`config.mk`:
```
export PLATFORM = sky130hd
export DESIGN_NAME = acc_ser_flat
export DESIGN_NICKNAME = d
export VERILOG_FILES = /design/src/rtl/acc_ser_if.sv /design/src/rtl/acc_ser.sv /design/src/flat_wrapper.sv
export SDC_FILE = /design/constraint.sdc
export NUM_CORES = 1
export LEC_CHECK = 0
export ABC_CLOCK_PERIOD_IN_PS = 4300
export BUFFER_PORTS_ARGS = -buffer_cell sky130_fd_sc_hd__buf_2
export CAP_MARGIN = 15
export CORE_MARGIN = 2
export CORE_UTILIZATION = 50
export DETAILED_ROUTE_END_ITERATION = 16
export GPL_ROUTABILITY_DRIVEN = 0
export GPL_TIMING_DRIVEN = 0
export PLACE_DENSITY = 0.78
export SLEW_MARGIN = 20
export SYNTH_ARGS = -nofsm -noshare
export SYNTH_HDL_FRONTEND = slang
export SYNTH_SLANG_ARGS = --single-unit
```
`constraint.sdc`:
```
create_clock -name clk -period 4.3 [get_ports clk]
set_input_delay 0.215 -clock clk [delete_from_list [all_inputs] [get_ports clk]]
set_output_delay 0.215 -clock clk [all_outputs]
set_load 0.01 [all_outputs]
```
`src/rtl/acc_ser_if.sv`:
```
// Handshake bundle between the upstream serial multiplier, the accumulator
// and whatever consumes the finished sums.
interface acc_ser_if #(
  parameter int G = 2
);
  logic            start;
  logic [15:0]     p;
  logic            p_valid;
  logic [15+G:0]   y;
  logic            y_valid;
  logic            busy;

  // Driver side: requests sums and feeds products.
  modport master (
    output start, p, p_valid,
    input  y, y_valid, busy
  );

  // Accumulator side.
  modport slave (
    input  start, p, p_valid,
    output y, y_valid, busy
  );
endinterface

```
`src/rtl/acc_ser.sv`:
```
// acc_ser: sums L signed 16-bit products into a (16+G)-bit result.
// A sum is started from IDLE, products are taken whenever p_valid is high
// in ACC (gaps allowed), and the result is published for one DONE cycle.
module acc_ser #(
  parameter int L = 4,
  parameter int G = 2
) (
  input  logic      clk,
  input  logic      reset,
  acc_ser_if.slave  bus
);

  localparam int W  = 16 + G;
  localparam int CW = (L > 1) ? $clog2(L) : 1;
  localparam logic [CW-1:0] LAST = CW'(L - 1);

  typedef enum logic [1:0] {
    IDLE = 2'd0,
    ACC  = 2'd1,
    DONE = 2'd2
  } state_t;

  state_t          state_reg, state_next;
  logic [W-1:0]    acc_reg, acc_next;
  logic [CW-1:0]   count_reg, count_next;
  logic [W-1:0]    y_reg, y_next;
  logic [W-1:0]    p_ext;

  // Product sign-extended to accumulator width; sums wrap modulo 2^W.
  assign p_ext = {{G{bus.p[15]}}, bus.p};

  // State and datapath registers; reset abandons any partial sum.
  always_ff @(posedge clk or posedge reset) begin
    if (reset) begin
      state_reg <= IDLE;
      acc_reg   <= '0;
      count_reg <= '0;
      y_reg     <= '0;
    end else begin
      state_reg <= state_next;
      acc_reg   <= acc_next;
      count_reg <= count_next;
      y_reg     <= y_next;
    end
  end

  // Next-state and datapath updates. y is loaded on the edge that enters
  // DONE with the final sum (equal to acc in DONE), so y changes in the
  // same cycle y_valid is high.
  always_comb begin
    state_next = state_reg;
    acc_next   = acc_reg;
    count_next = count_reg;
    y_next     = y_reg;
    case (state_reg)
      IDLE: begin
        if (bus.start) begin
          state_next = ACC;
          acc_next   = '0;
          count_next = '0;
        end
      end
      ACC: begin
        if (bus.p_valid) begin
          acc_next   = acc_reg + p_ext;
          count_next = count_reg + 1'b1;
          if (count_reg == LAST) begin
            state_next = DONE;
            y_next     = acc_reg + p_ext;
          end
        end
      end
      DONE: begin
        state_next = IDLE;
      end
      default: begin
        state_next = IDLE;
      end
    endcase
  end

  assign bus.y       = y_reg;
  assign bus.y_valid = (state_reg == DONE);
  assign bus.busy    = (state_reg == ACC) || (state_reg == DONE);

endmodule

```
`src/flat_wrapper.sv`:
```
// flat-port wrapper written by rule: the top's interface ports become plain ports
module acc_ser_flat 
#(
  parameter int L = 4,
  parameter int G = 2
)
  (clk, reset, bus_start, bus_p, bus_p_valid, bus_y, bus_y_valid, bus_busy);
  acc_ser_if #(.G(G)) bus_i ();
  input  logic clk;
  input  logic reset;
  input wire logic [$bits(bus_i.start)-1:0] bus_start;
  input wire logic [$bits(bus_i.p)-1:0] bus_p;
  input wire logic [$bits(bus_i.p_valid)-1:0] bus_p_valid;
  output wire logic [$bits(bus_i.y)-1:0] bus_y;
  output wire logic [$bits(bus_i.y_valid)-1:0] bus_y_valid;
  output wire logic [$bits(bus_i.busy)-1:0] bus_busy;
  assign bus_i.start = bus_start;
  assign bus_i.p = bus_p;
  assign bus_i.p_valid = bus_p_valid;
  assign bus_y = bus_i.y;
  assign bus_y_valid = bus_i.y_valid;
  assign bus_busy = bus_i.busy;
  acc_ser #(.L(L), .G(G)) u_core (.clk(clk), .reset(reset), .bus(bus_i));
endmodule
```
==> out/metrics.yaml <==
grt_antenna_before_repair: 0
total_leakage_power_nw: 1.404
post-route-cell-area_mm2: 0.002710
boundaryPins: 40
drc: 0
setup-violations-final: 0
period_share: 0.5818
port_buffers: 39
avgSynthCellArea_um2: 10.29
grt_overflow: 0
p_total_w: 0.001834
worst_setup_path_start_kind: "register"
setup_slack_ns: 1.798
r2r_start: "u_core.acc_reg[0]"
area_delta_synth_final_pct: 16.08
die_area_mm2: 0.005232
ff2ff_path_depth: 10
ir_drop_mv: 0.3517
vias: 1860
dpl.cell_count: 319
layout_common_cells: "dfrtp_1, buf_2, nand2_1, ha_1, o21ai_0"
cts_resized: 0
yosysTopAreaCell: "dfrtp_1"
grt_pass1_vias: 1810
r2r-end: "u_core.bus.y[16]"
arrival_ns: 2.68
worst_pin_slew_ns: 0.5941
fill_cells: 368
cp_max_fo: 4
antenna_cells: 0
instances_no_fill: 327
synth_warnings: 0
multi_input_area_mm2: 0.001277
clock_latency_ns: 0.29
syn_inst: 227
cts_made_buffers: 5
async_flop_share: 1.000
seq_area_mm2: 0.001001
drt_iter0_markers: 128
synth_edf_count: 0
cap_violations: 0
slew_headroom: 0.6039
hold_class: "in -> reg"
row_count: 24
final_antenna_net_count: 0
post_drt_wl_per_cell_um: 15.20
crit_required_ns: 4.48
track_usage: 0.2082
coreArea_mm2: 0.004414
whs_path_depth: 3
post-route-min-period_ns: 2.502
post_cts_buffers: 0
die_x_um: 72.34
yosysUniqueCellTypes: 38
clk_pin_slew_ns: 0.08
netlist_area_mm2: 0.002335
hp-start: "bus_start"
ys_top_cells_by_area: "dfrtp_1, ha_1, mux2_2, a22o_1, nand2_1"
syn-num-nets: 269
powerDensity_mw_per_mm2: 676.8
ys_seq_area_frac: 0.4287
hold_path_end: "u_core.state_reg[0]"
fp.dieH_um: 72.34
cts_sinks: 40
synth_top_area_share: 0.4287
drv_slew: 0
final.setup.tns_ns: 0
avgViaCountPerCell: 5.688
initial_core_util: 0.5289
mostFrequentLayoutCell: "dfrtp_1"
place_area_mm2: 0.002623
rsz0062_at_grt: "no"
wl_mm: 4.972
nets: 317
fmax_ghz: 0.3997
grt_pass1_wl_mm: 8.349
finalClockSkew_ns: 0.004906
cts_tree: "done"
status: "finished, final reports clean"
grt_max_degree: 24
drive_gt1_frac: 0.2291
cts_max_level: 2
ys_seq_elements: 40
dp_slack_ns: 1.842
hpwlAfterDp_mm: 3.730
cts-root-buf: "clkbuf_8"
critPathCaptureType: "register"
r2r_slack_ns: 1.80
first_pass_iters: 4
synth-main-ff-cell: "dfrtp_1"
finalHoldViolations: 0
clock_path_buffers: 2
worstSetupPathType: "reg -> reg"
## power by group
part | switching (W) | internal [W]
combinational | 0.000571 | 0.000432
sequential | 0.0000794 | 0.000516
clock | 0.000126 | 0.000110
## worst max-delay path: stages (launching register included)
cell       delay, ns
dfrtp_1         0.39
ha_1            0.21
inv_1           0.08
fa_1            0.26
nor2b_4         0.06
o2111ai_2       0.17
nand3b_2        0.16
o41a_1          0.41
a31oi_1         0.27
xnor2_1         0.12
mux2_2          0.26
## Yosys cell counts (6+ instances only)
master	number
xnor2_1	11
xor2_1	6
dfrtp_1	40
nand2_1	26
mux2_2	11
nor2_1	8
a21oi_1	15
ha_1	21
o21ai_0	19
nand3_1	7
inv_1	9
a22o_1	12
clkbuf_1	6
## cell type report
cell class	count	share of cell area
flip-flops and latches	40	0.3693
multi-input cells	172	0.4714
clock buffers	6	0.02678
clock inverters	1	0.001847
inverters	9	0.01247
plain buffers	6	0.008310
well taps	52	0.02401
repair buffers	41	0.08587
## worst max-delay path by stage
| stage | startpoint | end | slack [ns] |
|---|---|---|---|
| 2_1_floorplan | u_core.acc_reg[0] | u_core.bus.y[14] | 2.05 |
| 3_3_place_gp | u_core.acc_reg[0] | u_core.bus.y[14] | 1.86 |
| 3_5_place_dp | u_core.acc_reg[0] | u_core.bus.y[16] | 1.84 |
| 4_1_cts | u_core.acc_reg[0] | u_core.bus.y[16] | 1.82 |
| 5_1_grt | u_core.acc_reg[0] | u_core.bus.y[14] | 1.66 |
| 6_report | u_core.acc_reg[0] | u_core.bus.y[16] | 1.80 |
## metrics by stage
stage	hold WS, ns	utilization
6_report	0.2051	0.6139
5_1_grt	0.2125	0.6139
3_3_place_gp	0.4552	0.5879
4_1_cts	0.1983	0.6139
3_5_place_dp	0.2350	0.5941
2_1_floorplan	0.3790	-
## cells by family after synthesis
group,synth area share
compound gates,0.1913
simple gates,0.1179
flops,0.4287
fa+ha+maj,0.1211
xor+xnor,0.06377
buf+inv,0.02411
mux,0.05306
## layer usage
metal,global-route usage,vias up,wire length (µm)
met3,0.04306,4,245
met5,0,-,0
met2,0.3466,48,2349
li1,-,917,-
met4,0.07128,0,68
met1,0.2702,891,2309
## repair_timing
| item | CTS | global route |
|---|---|---|
| setup endpoints to repair | 0 | 0 |
| hold buffers | 1 | 0 |
| endpoints found under the hold margin | 17 | 0 |
No activity file was read; power rests on OpenSTA's default activity.
